## src/rtl/aurora_seq_framer.sv

```systemverilog
// -----------------------------------------------------------------------------
// aurora_seq_framer
//
// Sequence-number framing engine between the user AXI-Stream ports and the
// Aurora core. Everything runs on m_axis_aclk.
//
// TX: frames pass through with zero latency. When enabled, a trailing word
// carrying a sequence number (local counter or echo of the last received
// sequence) is appended. The user tlast is suppressed and the trailer carries
// tlast instead.
// RX: when stripping, the last word of each frame is removed, captured as the
// received sequence number and checked against the previous one. Gaps
// accumulate into a saturating lost-frame counter.
//
// Ports
//   m_axis_aclk, reset          clock, asynchronous active-high reset
//   ctrl_seq_en/strip/echo      TX append enable, RX strip enable, TX echo mode
//   ctrl_rst_cntrs              synchronous clear of counters and sync flag
//   s_axis_tx_*                 user TX stream in (valid/ready)
//   m_axis_tx_*                 TX stream out to Aurora (valid/ready)
//   s_axis_rx_*                 RX stream from Aurora (no ready)
//   m_axis_rx_*                 RX stream to user (no ready)
//   cntr_out, cntr_in           frames sent on m_axis_tx / received on s_axis_rx
//   cntr_lost                   saturating accumulated sequence gap
//   seq_err                     one-cycle pulse on a sequence mismatch
//   rx_seq_last                 last captured RX sequence number
//   tx_state_dbg                current TX FSM state (debug)
//
// Handshake: a beat transfers on a rising edge where tvalid and tready are both
// high; a source never retracts tvalid or changes tdata/tlast while waiting
// for tready. The RX paths have no ready: every valid beat is a transfer.
// -----------------------------------------------------------------------------
module aurora_seq_framer #(
  parameter int DATA_WIDTH = 32,
  parameter int SEQ_WIDTH  = 32,
  parameter int CNTR_WIDTH = 64,
  parameter int LOST_WIDTH = 32
) (
  input  logic                  m_axis_aclk,
  input  logic                  reset,
  input  logic                  ctrl_seq_en,
  input  logic                  ctrl_seq_strip,
  input  logic                  ctrl_seq_echo,
  input  logic                  ctrl_rst_cntrs,
  input  logic                  s_axis_tx_tvalid,
  input  logic [DATA_WIDTH-1:0] s_axis_tx_tdata,
  input  logic                  s_axis_tx_tlast,
  output logic                  s_axis_tx_tready,
  output logic                  m_axis_tx_tvalid,
  output logic [DATA_WIDTH-1:0] m_axis_tx_tdata,
  output logic                  m_axis_tx_tlast,
  input  logic                  m_axis_tx_tready,
  input  logic                  s_axis_rx_tvalid,
  input  logic [DATA_WIDTH-1:0] s_axis_rx_tdata,
  input  logic                  s_axis_rx_tlast,
  output logic                  m_axis_rx_tvalid,
  output logic [DATA_WIDTH-1:0] m_axis_rx_tdata,
  output logic                  m_axis_rx_tlast,
  output logic [CNTR_WIDTH-1:0] cntr_out,
  output logic [CNTR_WIDTH-1:0] cntr_in,
  output logic [LOST_WIDTH-1:0] cntr_lost,
  output logic                  seq_err,
  output logic [SEQ_WIDTH-1:0]  rx_seq_last,
  output logic [1:0]            tx_state_dbg
);

  localparam logic [1:0] ST_IDLE = 2'd0;
  localparam logic [1:0] ST_BODY = 2'd1;
  localparam logic [1:0] ST_SEQ  = 2'd2;

  localparam int SUM_W = ((LOST_WIDTH > SEQ_WIDTH) ? LOST_WIDTH : SEQ_WIDTH) + 1;
  localparam logic [LOST_WIDTH-1:0] LOST_MAX = '1;

  // ---------------------------------------------------------------------------
  // State
  // ---------------------------------------------------------------------------
  logic [1:0]            state_q, state_d;
  logic                  mode_en_q, mode_en_d;
  logic                  mode_echo_q, mode_echo_d;
  logic [SEQ_WIDTH-1:0]  seq_val_q, seq_val_d;
  logic [SEQ_WIDTH-1:0]  tx_seq_q, tx_seq_d;
  logic [CNTR_WIDTH-1:0] cntr_out_q, cntr_out_d;

  logic                  rx_in_frame_q, rx_in_frame_d;
  logic                  rx_strip_q, rx_strip_d;
  logic                  hold_valid_q, hold_valid_d;
  logic [DATA_WIDTH-1:0] hold_data_q, hold_data_d;
  logic                  orx_valid_q, orx_valid_d;
  logic [DATA_WIDTH-1:0] orx_data_q, orx_data_d;
  logic                  orx_last_q, orx_last_d;
  logic [SEQ_WIDTH-1:0]  rx_seq_last_q, rx_seq_last_d;
  logic                  sync_q, sync_d;
  logic [CNTR_WIDTH-1:0] cntr_in_q, cntr_in_d;
  logic [LOST_WIDTH-1:0] cntr_lost_q, cntr_lost_d;
  logic                  seq_err_q, seq_err_d;

  // TX combinational signals
  logic                  eff_en, eff_echo;
  logic                  tx_valid, tx_ready, tx_last;
  logic [DATA_WIDTH-1:0] tx_data;

  // RX combinational signals
  logic                  eff_strip;
  logic [SEQ_WIDTH-1:0]  rx_seq_recv, rx_seq_exp, rx_gap;
  logic [SUM_W-1:0]      lost_sum;

  // ---------------------------------------------------------------------------
  // TX path
  // ---------------------------------------------------------------------------
  always_comb begin
    state_d     = state_q;
    mode_en_d   = mode_en_q;
    mode_echo_d = mode_echo_q;
    seq_val_d   = seq_val_q;
    tx_seq_d    = tx_seq_q;
    cntr_out_d  = cntr_out_q;

    // The first beat of a frame is steered by the live controls; the latched
    // copies take over from the second beat on.
    eff_en   = (state_q == ST_IDLE) ? ctrl_seq_en   : mode_en_q;
    eff_echo = (state_q == ST_IDLE) ? ctrl_seq_echo : mode_echo_q;

    tx_valid = 1'b0;
    tx_ready = 1'b0;
    tx_last  = 1'b0;
    tx_data  = s_axis_tx_tdata;

    if (state_q == ST_SEQ) begin
      tx_valid = 1'b1;
      tx_last  = 1'b1;
      tx_data  = DATA_WIDTH'(seq_val_q);
      if (m_axis_tx_tready) begin
        state_d = ST_IDLE;
        if (!mode_echo_q) tx_seq_d = tx_seq_q + SEQ_WIDTH'(1);
      end
    end else begin
      tx_valid = s_axis_tx_tvalid;
      tx_ready = m_axis_tx_tready;
      tx_last  = eff_en ? 1'b0 : s_axis_tx_tlast;
      if (s_axis_tx_tvalid && m_axis_tx_tready) begin
        if (state_q == ST_IDLE) begin
          mode_en_d   = ctrl_seq_en;
          mode_echo_d = ctrl_seq_echo;
        end
        if (s_axis_tx_tlast) begin
          if (eff_en) begin
            state_d = ST_SEQ;
            // Register value before this edge: an RX capture on the same
            // edge is not seen by this frame.
            seq_val_d = eff_echo ? rx_seq_last_q : tx_seq_q;
          end else begin
            state_d = ST_IDLE;
          end
        end else begin
          state_d = ST_BODY;
        end
      end
    end

    if (ctrl_rst_cntrs) begin
      cntr_out_d = '0;
    end else if (tx_valid && m_axis_tx_tready && tx_last) begin
      cntr_out_d = cntr_out_q + CNTR_WIDTH'(1);
    end
  end

  // ---------------------------------------------------------------------------
  // RX path
  // ---------------------------------------------------------------------------
  always_comb begin
    rx_in_frame_d = rx_in_frame_q;
    rx_strip_d    = rx_strip_q;
    hold_valid_d  = hold_valid_q;
    hold_data_d   = hold_data_q;
    orx_valid_d   = 1'b0;
    orx_data_d    = orx_data_q;
    orx_last_d    = 1'b0;
    rx_seq_last_d = rx_seq_last_q;
    sync_d        = sync_q;
    cntr_in_d     = cntr_in_q;
    cntr_lost_d   = cntr_lost_q;
    seq_err_d     = 1'b0;

    eff_strip   = rx_in_frame_q ? rx_strip_q : ctrl_seq_strip;
    rx_seq_recv = s_axis_rx_tdata[SEQ_WIDTH-1:0];
    rx_seq_exp  = rx_seq_last_q + SEQ_WIDTH'(1);
    rx_gap      = rx_seq_recv - rx_seq_exp;
    lost_sum    = SUM_W'(cntr_lost_q) + SUM_W'(rx_gap);

    if (s_axis_rx_tvalid) begin
      rx_strip_d    = eff_strip;
      rx_in_frame_d = !s_axis_rx_tlast;
      if (s_axis_rx_tlast) cntr_in_d = cntr_in_q + CNTR_WIDTH'(1);

      if (eff_strip) begin
        // One-word delay so the trailer can be dropped once tlast is seen.
        if (hold_valid_q) begin
          orx_valid_d = 1'b1;
          orx_data_d  = hold_data_q;
          orx_last_d  = s_axis_rx_tlast;
        end
        if (!s_axis_rx_tlast) begin
          hold_valid_d = 1'b1;
          hold_data_d  = s_axis_rx_tdata;
        end else begin
          hold_valid_d  = 1'b0;
          rx_seq_last_d = rx_seq_recv;
          sync_d        = 1'b1;
          if (sync_q && (rx_seq_recv != rx_seq_exp)) begin
            seq_err_d = 1'b1;
            // Older/duplicate sequences wrap to a large gap by design.
            cntr_lost_d = (lost_sum > SUM_W'(LOST_MAX)) ? LOST_MAX
                                                        : lost_sum[LOST_WIDTH-1:0];
          end
        end
      end else begin
        orx_valid_d = 1'b1;
        orx_data_d  = s_axis_rx_tdata;
        orx_last_d  = s_axis_rx_tlast;
      end
    end

    if (ctrl_rst_cntrs) begin
      cntr_in_d   = '0;
      cntr_lost_d = '0;
      sync_d      = 1'b0;
    end
  end

  // ---------------------------------------------------------------------------
  // Registers
  // ---------------------------------------------------------------------------
  always_ff @(posedge m_axis_aclk or posedge reset) begin
    if (reset) begin
      state_q       <= ST_IDLE;
      mode_en_q     <= 1'b0;
      mode_echo_q   <= 1'b0;
      seq_val_q     <= '0;
      tx_seq_q      <= '0;
      cntr_out_q    <= '0;
      rx_in_frame_q <= 1'b0;
      rx_strip_q    <= 1'b0;
      hold_valid_q  <= 1'b0;
      hold_data_q   <= '0;
      orx_valid_q   <= 1'b0;
      orx_data_q    <= '0;
      orx_last_q    <= 1'b0;
      rx_seq_last_q <= '0;
      sync_q        <= 1'b0;
      cntr_in_q     <= '0;
      cntr_lost_q   <= '0;
      seq_err_q     <= 1'b0;
    end else begin
      state_q       <= state_d;
      mode_en_q     <= mode_en_d;
      mode_echo_q   <= mode_echo_d;
      seq_val_q     <= seq_val_d;
      tx_seq_q      <= tx_seq_d;
      cntr_out_q    <= cntr_out_d;
      rx_in_frame_q <= rx_in_frame_d;
      rx_strip_q    <= rx_strip_d;
      hold_valid_q  <= hold_valid_d;
      hold_data_q   <= hold_data_d;
      orx_valid_q   <= orx_valid_d;
      orx_data_q    <= orx_data_d;
      orx_last_q    <= orx_last_d;
      rx_seq_last_q <= rx_seq_last_d;
      sync_q        <= sync_d;
      cntr_in_q     <= cntr_in_d;
      cntr_lost_q   <= cntr_lost_d;
      seq_err_q     <= seq_err_d;
    end
  end

  // ---------------------------------------------------------------------------
  // Outputs
  // ---------------------------------------------------------------------------
  // The TX pass-through is combinational, so reset gates it directly to keep
  // m_axis_tx_tvalid low for the whole time reset is asserted.
  assign m_axis_tx_tvalid = tx_valid & ~reset;
  assign s_axis_tx_tready = tx_ready & ~reset;
  assign m_axis_tx_tdata  = tx_data;
  assign m_axis_tx_tlast  = tx_last;

  assign m_axis_rx_tvalid = orx_valid_q;
  assign m_axis_rx_tdata  = orx_data_q;
  assign m_axis_rx_tlast  = orx_last_q;

  assign cntr_out     = cntr_out_q;
  assign cntr_in      = cntr_in_q;
  assign cntr_lost    = cntr_lost_q;
  assign seq_err      = seq_err_q;
  assign rx_seq_last  = rx_seq_last_q;
  assign tx_state_dbg = state_q;

endmodule

```

## config.mk

```make
export PLATFORM = sky130hd
export DESIGN_NAME = aurora_seq_framer
export DESIGN_NICKNAME = d
export VERILOG_FILES = /design/src/rtl/aurora_seq_framer.sv
export SDC_FILE = /design/constraint.sdc
export NUM_CORES = 1
export LEC_CHECK = 0
export ABC_AREA = 1
export CAP_MARGIN = 20
export CORE_ASPECT_RATIO = 0.9
export CORE_MARGIN = 1.5
export CORE_UTILIZATION = 36
export DETAILED_ROUTE_END_ITERATION = 12
export HOLD_SLACK_MARGIN = 0.03
export PLACE_DENSITY_LB_ADDON = 0.2
export SKIP_CTS_REPAIR_TIMING = 1
export SLEW_MARGIN = 20
export SYNTH_ARGS = -nofsm -noshare
export SYNTH_HDL_FRONTEND = slang
export SYNTH_SLANG_ARGS = --single-unit
```

## constraint.sdc

```tcl
create_clock -name m_axis_aclk -period 30.9 [get_ports m_axis_aclk]
set_input_delay 6.18 -clock m_axis_aclk [delete_from_list [all_inputs] [get_ports m_axis_aclk]]
set_output_delay 6.18 -clock m_axis_aclk [all_outputs]
set_load 0.1 [all_outputs]
```

==> results of run 1 <==
registers in the layout, summed over array words and instances, names as in the netlist:
name and count:
rx_seq_last 32, cntr_lost 32, rx_strip_q 1, sync_q 1, cntr_in 64, m_axis_rx_tdata 32, cntr_out 64, hold_data_q 32
seq_err 1, m_axis_rx_tlast 1, tx_state_dbg 2, mode_en_q 1, rx_in_frame_q 1, seq_val_q 32, m_axis_rx_tvalid 1, hold_valid_q 1
mode_echo_q 1, tx_seq_q 32
layer usage:
layer  part of all wire  track usage  vias up
met2               0.42        0.364      748
met3              0.074       0.0460      115
li1                   -            -    11375
met4              0.025       0.0673        6
met1               0.49        0.369    10540
met5            0.00042            0        -
through the flow:
step | cells | total power [W] | cell area [um^2] | hold slack, ns
2_1_floorplan | 3306 | 0.00113 | 22600 | 0.442
3_3_place_gp | 4407 | 0.00135 | 26700 | 0.457
3_5_place_dp | 4407 | 0.00135 | 26700 | 0.461
4_1_cts | 4480 | 0.00184 | 28000 | 0.473
5_1_grt | 4484 | 0.00193 | 28100 | 0.502
6_report | 4484 | 0.00183 | 28100 | 0.473
layout make-up:
cell class | instances | area, um^2
diodes | 2 | 5.00
clock buffers | 65 | 1230
clock inverters | 8 | 81.3
fillers | 6463 | 33500
inverters | 428 | 1620
multi-input cells | 2463 | 12300
flip-flops and latches | 331 | 8280
well taps | 836 | 1050
repair buffers | 351 | 3520
worst reg2reg max path: stages, from the launching register on:
cell and delay, ns:
sky130_fd_sc_hd__dfrtp_1 0.52, sky130_fd_sc_hd__ha_1 0.25, sky130_fd_sc_hd__nand2_1 0.10, sky130_fd_sc_hd__nor3_1 0.37
sky130_fd_sc_hd__nand3_1 0.23, sky130_fd_sc_hd__inv_1 0.14, sky130_fd_sc_hd__nand3_1 0.15, sky130_fd_sc_hd__nor2_1 0.22
sky130_fd_sc_hd__xor2_1 0.22, sky130_fd_sc_hd__ha_1 0.32, sky130_fd_sc_hd__a21oi_1 0.23, sky130_fd_sc_hd__a21boi_0 0.28
sky130_fd_sc_hd__o21ai_0 0.21, sky130_fd_sc_hd__nand3b_1 0.21, sky130_fd_sc_hd__xor2_1 0.24, sky130_fd_sc_hd__ha_1 0.33
sky130_fd_sc_hd__nand2_1 0.13, sky130_fd_sc_hd__inv_1 0.05, sky130_fd_sc_hd__nand2_1 0.06, sky130_fd_sc_hd__nand2_1 0.06
sky130_fd_sc_hd__a21oi_1 0.27, sky130_fd_sc_hd__nor2_1 0.07, sky130_fd_sc_hd__nor2_1 0.09, sky130_fd_sc_hd__nand2_1 0.42
sky130_fd_sc_hd__inv_2 0.49, sky130_fd_sc_hd__nand3_1 0.13, sky130_fd_sc_hd__nand2_1 0.08, sky130_fd_sc_hd__nand2_1 0.05
cell usage after synthesis (5+ instances only):
cell                         n
sky130_fd_sc_hd__a21o_1      5
sky130_fd_sc_hd__a21oi_1   120
sky130_fd_sc_hd__a31oi_1    44
sky130_fd_sc_hd__and3_1      5
sky130_fd_sc_hd__buf_2      29
sky130_fd_sc_hd__buf_4       5
sky130_fd_sc_hd__clkbuf_1   46
sky130_fd_sc_hd__dfrtp_1   331
sky130_fd_sc_hd__ha_1       67
sky130_fd_sc_hd__inv_1     425
sky130_fd_sc_hd__mux2_2     23
sky130_fd_sc_hd__nand2_1   942
sky130_fd_sc_hd__nand3_1   202
sky130_fd_sc_hd__nand4_1   103
sky130_fd_sc_hd__nor2_1    411
sky130_fd_sc_hd__nor2_2      5
sky130_fd_sc_hd__nor2_4      6
sky130_fd_sc_hd__nor3_1     76
sky130_fd_sc_hd__nor3b_1     6
sky130_fd_sc_hd__nor4_1     16
sky130_fd_sc_hd__o211ai_1   26
sky130_fd_sc_hd__o21a_1      5
sky130_fd_sc_hd__o21ai_0   224
sky130_fd_sc_hd__o21bai_1   11
sky130_fd_sc_hd__o31ai_1    14
sky130_fd_sc_hd__or2_2       5
sky130_fd_sc_hd__xnor2_1    25
sky130_fd_sc_hd__xor2_1     92
final timing paths:
path / to / slack, ns / cells past startpoint
min in group asynchronous: mode_en_q / 6.26 / 2
setup / recovery: s_axis_tx_tready / 16.54 / 4
hold / removal: tx_seq_q[31] / 0.47 / 1
hold reg to reg: tx_seq_q[31] / 0.47 / 1
max in group asynchronous: cntr_in[4] / 22.23 / 4
setup reg to reg: cntr_lost[31] / 24.87 / 27
logic make-up after synthesis:
logic type                 Yosys count  share of synthesized area
DFF                                331                      0.367
adders and majority gates           69                     0.0389
xor gates and xnor gates           117                     0.0454
AOI/OAI and AO/OA                  460                      0.112
buffers and inverters              512                     0.0888
and+or+nand+nor                   1794                      0.336
muxes                               23                     0.0115
cell usage in the layout (no fill, tap or decap), drive strengths merged, types with 44 or more instances in the layout:
cell and instances:
nand2 946, inv 430, nor2 423, clkdlybuf4s50 337, dfrtp 331, o21ai 230, nand3 205, a21oi 120
nand4 103, xor2 92, nor3 78, ha 67, clkbuf 65, a31oi 44
power by group through the flow:
stage          registers, W  logic [W]  clock network, W
3_3_place_gp       0.000548   0.000801                 0
6_report           0.000543   0.000807          0.000477
2_1_floorplan      0.000717   0.000409                 0
3_5_place_dp       0.000550   0.000801                 0
4_1_cts            0.000543   0.000804          0.000490
5_1_grt            0.000551   0.000871          0.000508
==> metrics.log, run 1 <==
[metrics] post-detailed-routing wire length: between 80 and 90 mm
[metrics] tightest slew margin relative to the limit: 0.213
[metrics] pwr/cell area: between 60 and 70 nW/um^2
[metrics] Final Slew Violations: 0
[metrics] DP Worst Slack: between 15 and 20 ns
[metrics] result of the run: finished, final reports clean
[metrics] most instantiated flip-flop cell in the synthesis netlist: sky130_fd_sc_hd__dfrtp_1
[metrics] clock latency of the later-clocked register in the worst-skew pair: a little under 0.6 ns
[metrics] startpoint of the most critical register-to-register path: rx_seq_last[1]
[metrics] highest ir drop seen on vdd: ~0.043 mV
[metrics] level count of the clock H-tree: 2
[metrics] RSZ-0062 raised after global routing: no
[metrics] max cap viols: 0
[metrics] clock-pin transition on the worst setup and hold timing paths: approximately 0.060 ns
[metrics] CP Max Fanout: 3
[metrics] total grt overflow: 0
[metrics] worst path bufs/invs: 3
[metrics] fraction of final layout cells sized beyond drive strength 1: 0.0368
[metrics] overall track demand over capacity in global routing: 0.248
[metrics] startpoint class of the critical path: primary input
[metrics] kind of cell adding the most delay to the critical path: buffers and inverters
[metrics] area added between synthesis and finish: 24.6%
[metrics] WP data required: 24.72 ns
[metrics] post-synth top area share: 0.367
[metrics] io pins: about 340
[metrics] most prevalent standard cell on the critical path: sky130_fd_sc_hd__clkdlybuf4s50_1
[metrics] leading post-synthesis cells by cell area: sky130_fd_sc_hd__dfrtp_1 (37%), sky130_fd_sc_hd__nand2_1 (16%), sky130_fd_sc_hd__inv_1 (7.1%), sky130_fd_sc_hd__nor2_1 (6.8%), sky130_fd_sc_hd__o21ai_0 (5.0%)
[metrics] largest net degree at the start of global routing: 132
[metrics] Post-Route Skew: 0.0277 ns
[metrics] startpoint of the worst hold path: tx_seq_q[31]
[metrics] proportion of power drawn by the clock network: 0.261
[metrics] post-route minimum period: between 10 and 15 ns
[metrics] final net count: approximately 3800
[metrics] Inserted Clock Buffers: just over 40
[metrics] fraction of the core area covered by cells at the end of the flow: 0.456
[metrics] sw power: approximately 0.00085 W
[metrics] worst-case clock buffer depth: 3
[metrics] Worst Setup SP: m_axis_tx_tready
[metrics] number of distinct library cell variants in the gate-level netlist after synthesis: 49
[metrics] standard-cell row count: 86
[metrics] first-pass GRT wire length: between 100 and 150 mm
[metrics] Data arrival, critical path: roughly 8.2 ns
[metrics] gate count after technology mapping: 3306
[metrics] horizontal die dimension: roughly 270 um
[metrics] final period utilization: 0.465
[metrics] post-route setup TNS: 0 ns
[metrics] highest cell delay on the worst timing path: 1.17 ns
[metrics] area leader, netlist: sky130_fd_sc_hd__dfrtp_1
[metrics] die height: around 240 um
[metrics] power share of the sequential group: 0.297
[metrics] average wire per standard cell: around 18 um
[metrics] starting density of the core: 0.366
[metrics] static power due to leakage: approximately 13 nW
[metrics] final setup margin: between 15 and 20 ns
[metrics] net count after synthesis: around 3500
[metrics] path class of the lowest-slack min-delay path: flop to flop
[metrics] number of routed nets with antenna violations: 0
[metrics] count of flip-flops with a built-in enable after synthesis: 0
[metrics] clock tree sinks: ~330
[metrics] area of the die: approximately 64000 um^2
[metrics] worst path cell trace: clkdlybuf4s50_1, inv_1, nor3_1, clkdlybuf4s50_1
[metrics] via count of the first global-routing pass: roughly 21000
[metrics] switching part of the total: 0.463
[metrics] drt initial violations: between 1500 and 2000
[metrics] register area share after synthesis: 0.367
[metrics] highest clock frequency the design can meet: ~0.070 GHz
[metrics] hold violation count in the final report: 0
[metrics] final setup violating endpoints: 0
[metrics] synthesized area per cell: 6.82 um^2
[metrics] count of state elements after synthesis: between 300 and 400
[metrics] first drt pass iteration count: 6
[metrics] Power Internal: 0.000981 W
[metrics] TritonCTS clock tree: built
[metrics] Worst Tran Pin Value: 1.18 ns
[metrics] Worst path slowest cell: sky130_fd_sc_hd__clkdlybuf4s50_1
[metrics] Residual DRC: 0
[metrics] root buf cell: sky130_fd_sc_hd__clkbuf_16
[metrics] Cell Area, Synth: roughly 23000 um^2
[metrics] combinational cell fraction of total power: 0.442
[metrics] antenna violations before repair: 5
[metrics] path type of the worst setup path: primary input to output pin
[metrics] # port buffers: between 300 and 400
[metrics] type of destination of the critical path: output pin
[metrics] Synthesis Warnings: 0
[metrics] number of vias after detailed routing: 22784
[metrics] area of the core: between 60000 and 70000 um^2
[metrics] number of vias per cell: roughly 5.1
[metrics] DP HPWL: between 60 and 70 mm
[metrics] proportion of synthesized flip-flops having asynchronous set or reset: 1.00
[metrics] gp weighted congestion: 0.944
No activity file was read; power rests on OpenSTA's default activity.
==> inputs of run 2 (changes only) <==
==> constraint.sdc (replaced) <==
create_clock -name m_axis_aclk -period 14.86 [get_ports m_axis_aclk]
set_input_delay 2.972 -clock m_axis_aclk [delete_from_list [all_inputs] [get_ports m_axis_aclk]]
set_output_delay 2.972 -clock m_axis_aclk [all_outputs]
set_load 0.1 [all_outputs]
==> metrics.log, run 2 (synthesis gave the netlist of run 1 again) <==
[metrics] area of the die: 64200 um^2 (unchanged)
[metrics] first-pass GRT wire length: 124 mm (was 123 mm)
[metrics] capture endpoint of the worst hold path: tx_seq_q[31] (unchanged)
[metrics] clock latency of the later-clocked register in the worst-skew pair: 0.58 ns (about the same)
[metrics] number of vias after detailed routing: 22763 (was 22784)
[metrics] Inserted Clock Buffers: 42 (was 41)
[metrics] first drt pass iteration count: 5 (was 6)
[metrics] startpoint of the worst hold path: tx_seq_q[31] (unchanged)
[metrics] starting density of the core: 0.366 (unchanged)
[metrics] kind of cell adding the most delay to the critical path: buffers and inverters (unchanged)
[metrics] post-detailed-routing wire length: 80.6 mm (was 80.8 mm)
[metrics] DP HPWL: 61.2 mm (was 61.4 mm)
[metrics] WP data required: 11.89 ns (was 24.72 ns)
[metrics] hold violation count in the final report: 0 (unchanged)
[metrics] level count of the clock H-tree: 2 (unchanged)
[metrics] via count of the first global-routing pass: 21021 (was 21102)
[metrics] antenna violations before repair: 4 (was 5)
[metrics] io pins: 339 (unchanged)
[metrics] final net count: 3759 (was 3760)
[metrics] die height: 240 um (unchanged)
[metrics] standard-cell row count: 86 (unchanged)
[metrics] static power due to leakage: 12.7 nW (was 12.6 nW)
[metrics] clock tree sinks: 331 (unchanged)
[metrics] path type of the worst setup path: primary input to output pin (unchanged)
[metrics] startpoint class of the critical path: primary input (unchanged)
[metrics] fraction of final layout cells sized beyond drive strength 1: 0.0408 (was 0.0368)
[metrics] depth of the worst hold-timing path: 1 (unchanged)
[metrics] Data arrival, critical path: 5.00 ns (was 8.18 ns)
[metrics] startpoint of the most critical register-to-register path: rx_seq_last[1] (unchanged)
[metrics] area added between synthesis and finish: 25.4% (was 24.6%)
[metrics] area of the core: 61500 um^2 (unchanged)
[metrics] post-route setup TNS: 0 ns (unchanged)
[metrics] CP Max Fanout: 3 (unchanged)
[metrics] RSZ-0062 raised after global routing: no (unchanged)
[metrics] Post-Route Skew: 0.0220 ns (was 0.0277 ns)
[metrics] overall track demand over capacity in global routing: 0.250 (was 0.248)
[metrics] Residual DRC: 0 (unchanged)
[metrics] worst path bufs/invs: 3 (unchanged)
[metrics] # port buffers: 338 (unchanged)
[metrics] max cap viols: 0 (unchanged)
[metrics] highest ir drop seen on vdd: 0.0910 mV (was 0.0434 mV)
[metrics] r2r endpoint: cntr_lost[31] (unchanged)
[metrics] root buf cell: sky130_fd_sc_hd__clkbuf_16 (unchanged)
[metrics] pwr/cell area: 139 nW/um^2 (was 65.0 nW/um^2)
[metrics] number of routed nets with antenna violations: 0 (unchanged)
[metrics] worst path cell trace: clkdlybuf4s50_1, inv_1, nor3_1, clkdlybuf4s50_1 (unchanged)
[metrics] tightest slew margin relative to the limit: 0.208 (was 0.213)
[metrics] gp weighted congestion: 0.955 (was 0.944)
[metrics] drt initial violations: 2086 (was 1901)
[metrics] fraction of the core area covered by cells at the end of the flow: 0.459 (was 0.456)
[metrics] TritonCTS clock tree: built (unchanged)
[metrics] final setup violating endpoints: 0 (unchanged)
[metrics] path class of the lowest-slack min-delay path: flop to flop (unchanged)
[metrics] total grt overflow: 0 (unchanged)
[metrics] final period utilization: 0.536
[metrics] post-route minimum period: around 8 ns
[metrics] average wire per standard cell: 18.0 um (about the same)
[metrics] most prevalent standard cell on the critical path: sky130_fd_sc_hd__clkdlybuf4s50_1 (unchanged)
[metrics] worst-case clock buffer depth: 3 (unchanged)
[metrics] worst reg2reg path depth: 28 (was 27)
[metrics] highest clock frequency the design can meet: between 0.1 and 0.15 GHz
[metrics] Final Slew Violations: 0 (unchanged)
[metrics] result of the run: finished, final reports clean (unchanged)
[metrics] Worst path slowest cell: sky130_fd_sc_hd__clkdlybuf4s50_1 (unchanged)
[metrics] commonest non-fill, non-tap cells in the layout: sky130_fd_sc_hd__nand2_1 (941), sky130_fd_sc_hd__inv_1 (422), sky130_fd_sc_hd__nor2_1 (410), sky130_fd_sc_hd__clkdlybuf4s50_1 (336), sky130_fd_sc_hd__dfrtp_1 (331) (was sky130_fd_sc_hd__nand2_1 (941), sky130_fd_sc_hd__inv_1 (422), sky130_fd_sc_hd__nor2_1 (410), sky130_fd_sc_hd__clkdlybuf4s50_1 (337), sky130_fd_sc_hd__dfrtp_1 (331))
[metrics] number of vias per cell: 5.07 (was 5.08)
[metrics] Worst Tran Pin Value: 1.18 ns (about the same)
[metrics] clock-pin transition on the worst setup and hold timing paths: 0.06 ns (about the same)
[metrics] type of destination of the critical path: output pin (unchanged)
[metrics] horizontal die dimension: 267 um (unchanged)
[metrics] highest cell delay on the worst timing path: 1.17 ns (about the same)
[metrics] most common cell after layout, fill and taps aside: sky130_fd_sc_hd__nand2_1 (unchanged)
[metrics] register-to-register setup slack: 8.89 ns (was 24.87 ns)
[metrics] largest net degree at the start of global routing: 157 (was 132)
run 2: changes by cell type in the layout (fill, tap and decap cells not counted), moves of 2 or more:
| cell | before | now |
|---|---|---|
| sky130_fd_sc_hd__clkbuf_1 | 14 | 2 |
| sky130_fd_sc_hd__bufinv_16 | 0 | 6 |
| sky130_fd_sc_hd__clkinv_2 | 1 | 6 |
| sky130_fd_sc_hd__clkinv_4 | 0 | 3 |
| sky130_fd_sc_hd__buf_12 | 0 | 2 |
| sky130_fd_sc_hd__buf_16 | 2 | 0 |
| sky130_fd_sc_hd__buf_4 | 11 | 9 |
| sky130_fd_sc_hd__clkbuf_8 | 9 | 11 |
run 2: stage by stage:
step / setup slack (ns) / cell area (um^2) / std cells / hold slack, ns / total power [W]
floorplan: 2.72 / 22600 / 3306 / 0.442 / 0.00234
global placement: 6.89 / 26700 / 4406 / 0.458 / 0.00281
detailed placement: 6.90 / 26700 / 4406 / 0.474 / 0.00281
CTS: 6.88 / 28300 / 4483 / 0.485 / 0.00397
global route: 6.84 / 28300 / 4486 / 0.497 / 0.00416
finish: 6.89 / 28300 / 4486 / 0.480 / 0.00394
run 2: worst max path at each step:
stage                startpoint          endpoint  slack (ns)  depth (start not counted)
2_1_floorplan             reset        cntr_in[0]        2.72                          1
3_3_place_gp   m_axis_tx_tready  s_axis_tx_tready        6.89                          4
3_5_place_dp   m_axis_tx_tready  s_axis_tx_tready        6.90                          4
4_1_cts        m_axis_tx_tready  s_axis_tx_tready        6.88                          4
5_1_grt        m_axis_tx_tready  s_axis_tx_tready        6.84                          4
6_report       m_axis_tx_tready  s_axis_tx_tready        6.89                          4
run 2: layout make-up:
cell class,instances,area [um^2]
Fill cell,6411,33300
Multi-Input combinational cell,2463,12300
Sequential cell,331,8280
Timing Repair Buffer,349,3480
Inverter,428,1620
Clock buffer,56,1230
Tap cell,836,1050
Clock inverter,21,295
Antenna cell,2,5.00
run 2: per-layer routing:
layer  up-vias  share of wire  global-route usage
li1      11365              -                   -
met5         -        0.00071             0.00463
met2       714           0.42               0.362
met1     10585           0.48               0.375
met4         6          0.021              0.0627
met3        93          0.074              0.0490
run 2: power breakdown:
group / switching, W / internal, W / leakage [nW]
logic: 0.00123 / 0.000444 / 7.68
registers: 0.000102 / 0.00103 / 4.31
clock network: 0.000445 / 0.000692 / 0.747
==> inputs of run 3 (changes only) <==
==> constraint.sdc (replaced) <==
create_clock -name m_axis_aclk -period 7.8 [get_ports m_axis_aclk]
set_input_delay 1.56 -clock m_axis_aclk [delete_from_list [all_inputs] [get_ports m_axis_aclk]]
set_output_delay 1.56 -clock m_axis_aclk [all_outputs]
set_load 0.1 [all_outputs]
==> metrics.log, run 3 (synthesis gave the netlist of run 1 again) <==
[metrics] largest net degree at the start of global routing: 73 (was 157)
[metrics] Post-Route Skew: 0.0255 ns (was 0.0220 ns)
[metrics] DP HPWL: 63.2 mm (was 61.2 mm)
[metrics] most common cell after layout, fill and taps aside: sky130_fd_sc_hd__nand2_1 (unchanged)
[metrics] Residual DRC: 0 (unchanged)
[metrics] kind of cell adding the most delay to the critical path: simple AND/OR/NAND/NOR gates (was buffers and inverters)
[metrics] type of destination of the critical path: flop (was output pin)
[metrics] area of the core: 61500 um^2 (unchanged)
[metrics] number of vias per cell: 5.11 (was 5.07)
[metrics] final period utilization: 0.757
[metrics] drt initial violations: 1845 (was 2086)
[metrics] overall track demand over capacity in global routing: 0.253 (was 0.250)
[metrics] number of routed nets with antenna violations: 0 (unchanged)
[metrics] level count of the clock H-tree: 2 (unchanged)
[metrics] path type of the worst setup path: flop to flop (was primary input to output pin)
[metrics] Worst path slowest cell: sky130_fd_sc_hd__dfrtp_1 (was sky130_fd_sc_hd__clkdlybuf4s50_1)
[metrics] commonest non-fill, non-tap cells in the layout: sky130_fd_sc_hd__nand2_1 (941), sky130_fd_sc_hd__inv_1 (422), sky130_fd_sc_hd__nor2_1 (410), sky130_fd_sc_hd__clkdlybuf4s50_1 (337), sky130_fd_sc_hd__dfrtp_1 (331) (was sky130_fd_sc_hd__nand2_1 (941), sky130_fd_sc_hd__inv_1 (422), sky130_fd_sc_hd__nor2_1 (410), sky130_fd_sc_hd__clkdlybuf4s50_1 (336), sky130_fd_sc_hd__dfrtp_1 (331))
[metrics] max cap viols: 0 (unchanged)
[metrics] clock-pin transition on the worst setup and hold timing paths: 0.06 ns (about the same)
[metrics] WP data required: 8.25 ns (was 11.89 ns)
[metrics] RSZ-0062 raised after global routing: no (unchanged)
[metrics] highest clock frequency the design can meet: 0.169 GHz
[metrics] clock latency of the later-clocked register in the worst-skew pair: 0.58 ns (about the same)
[metrics] area of the die: 64200 um^2 (unchanged)
[metrics] horizontal die dimension: 267 um (unchanged)
[metrics] # port buffers: 338 (unchanged)
[metrics] TritonCTS clock tree: built (unchanged)
[metrics] startpoint class of the critical path: flop (was primary input)
[metrics] clock tree sinks: 331 (unchanged)
[metrics] Worst Tran Pin Value: 1.17 ns (was 1.18 ns)
[metrics] highest ir drop seen on vdd: 0.165 mV (was 0.0910 mV)
[metrics] area of combinational cells with multiple inputs: 12300 um^2 (unchanged)
[metrics] io pins: 339 (unchanged)
[metrics] final net count: 3763 (was 3759)
[metrics] static power due to leakage: 12.7 nW (about the same)
[metrics] area added between synthesis and finish: 25.1% (was 25.4%)
[metrics] register area: 8280 um^2 (unchanged)
[metrics] final setup violating endpoints: 0 (unchanged)
[metrics] first-pass GRT wire length: 126 mm (was 124 mm)
[metrics] number of vias after detailed routing: 22937 (was 22763)
[metrics] fraction of the core area covered by cells at the end of the flow: 0.458 (was 0.459)
[metrics] via count of the first global-routing pass: 21584 (was 21021)
[metrics] average wire per standard cell: 18.3 um (was 18.0 um)
[metrics] worst-case clock buffer depth: 3 (unchanged)
[metrics] CP Max Fanout: 17 (was 3)
[metrics] Filler cells: 6482 (was 6411)
[metrics] antenna violations before repair: 6 (was 4)
[metrics] starting density of the core: 0.366 (unchanged)
[metrics] fraction of final layout cells sized beyond drive strength 1: 0.0408 (about the same)
[metrics] die height: 240 um (unchanged)
[metrics] total grt overflow: 0 (unchanged)
[metrics] highest cell delay on the worst timing path: 0.50 ns (was 1.17 ns)
[metrics] post-detailed-routing wire length: 82.0 mm (was 80.6 mm)
[metrics] root buf cell: sky130_fd_sc_hd__clkbuf_16 (unchanged)
[metrics] path class of the lowest-slack min-delay path: flop to flop (unchanged)
[metrics] Inserted Clock Buffers: 42 (unchanged)
[metrics] first drt pass iteration count: 5 (unchanged)
[metrics] result of the run: finished, final reports clean (unchanged)
[metrics] Data arrival, critical path: 6.36 ns (was 5.00 ns)
[metrics] gp weighted congestion: 0.969 (was 0.955)
[metrics] standard-cell row count: 86 (unchanged)
[metrics] final total power: 0.00738 W (was 0.00394 W)
[metrics] post-route setup TNS: 0 ns (unchanged)
[metrics] Final Slew Violations: 0 (unchanged)
[metrics] post-route minimum period: about 5.9 ns
[metrics] tightest slew margin relative to the limit: 0.220 (was 0.208)
[metrics] most prevalent standard cell on the critical path: sky130_fd_sc_hd__nand2_1 (was sky130_fd_sc_hd__clkdlybuf4s50_1)
[metrics] worst path bufs/invs: 3 (unchanged)
[metrics] pwr/cell area: 262 nW/um^2 (was 139 nW/um^2)
[metrics] hold violation count in the final report: 0 (unchanged)
-- run 3: final timing paths --
path,startpoint,end,slack [ns],depth (start not counted)
max,rx_seq_last[1],cntr_lost[25],1.89,27
min,tx_seq_q[31],tx_seq_q[31],0.47,1
max reg2reg,rx_seq_last[1],cntr_lost[25],1.89,27
min reg2reg,tx_seq_q[31],tx_seq_q[31],0.47,1
max in group asynchronous,reset,cntr_lost[10],4.73,4
min in group asynchronous,reset,mode_echo_q,1.31,2
-- run 3: report_power, final --
part | switching, W | internal [W]
Clock | 0.000821 | 0.00119
Sequential | 0.000203 | 0.00196
Combinational | 0.00236 | 0.000852
Total | 0.00338 | 0.00400
-- run 3: metal layers --
| metal | global-route usage | vias up | share of wire |
|---|---|---|---|
| li1 | - | 11371 | - |
| met1 | 0.379 | 10809 | 0.49 |
| met2 | 0.379 | 649 | 0.42 |
| met3 | 0.0371 | 102 | 0.063 |
| met4 | 0.0592 | 6 | 0.021 |
| met5 | 0 | - | 0.00041 |
-- run 3: cell type report --
cell class	instances	share of cell area
Inverter	428	0.0572
Antenna cell	3	0.000266
Sequential cell	331	0.294
Clock inverter	17	0.00674
Clock buffer	61	0.0444
Timing Repair Buffer	353	0.124
Multi-Input combinational cell	2463	0.437
Tap cell	836	0.0371
-- run 3: worst register-to-register path: stages, from the launching register on --
cell and delay (ns):
sky130_fd_sc_hd__dfrtp_1 0.50, sky130_fd_sc_hd__ha_1 0.25, sky130_fd_sc_hd__nand2_1 0.10, sky130_fd_sc_hd__nor3_1 0.38, sky130_fd_sc_hd__nand3_1 0.24, sky130_fd_sc_hd__inv_1 0.16
sky130_fd_sc_hd__nand3_1 0.16, sky130_fd_sc_hd__nor2_1 0.21, sky130_fd_sc_hd__xor2_1 0.19, sky130_fd_sc_hd__ha_1 0.32, sky130_fd_sc_hd__a21oi_1 0.23, sky130_fd_sc_hd__a21boi_0 0.33
sky130_fd_sc_hd__o21ai_0 0.18, sky130_fd_sc_hd__nand3b_1 0.21, sky130_fd_sc_hd__xor2_1 0.17, sky130_fd_sc_hd__ha_1 0.37, sky130_fd_sc_hd__nand2_1 0.10, sky130_fd_sc_hd__nand2_1 0.08
sky130_fd_sc_hd__inv_1 0.06, sky130_fd_sc_hd__nand2_1 0.07, sky130_fd_sc_hd__a21oi_1 0.24, sky130_fd_sc_hd__nor2_1 0.07, sky130_fd_sc_hd__nor2_1 0.09, sky130_fd_sc_hd__nand2_1 0.40
sky130_fd_sc_hd__inv_2 0.42, sky130_fd_sc_hd__nand3_1 0.14, sky130_fd_sc_hd__nand2_1 0.08, sky130_fd_sc_hd__nand2_1 0.05
-- run 3: per-stage QoR --
| step | worst slack (ns) | instances | area, um^2 | hold slack (ns) |
|---|---|---|---|---|
| detailed placement | 1.66 | 4411 | 26800 | 0.457 |
| CTS | 1.92 | 4489 | 28200 | 0.469 |
| floorplan | 1.82 | 3306 | 22600 | 0.442 |
| finish | 1.89 | 4492 | 28200 | 0.472 |
| global route | 1.39 | 4491 | 28200 | 0.486 |
| global placement | 1.73 | 4410 | 26700 | 0.456 |
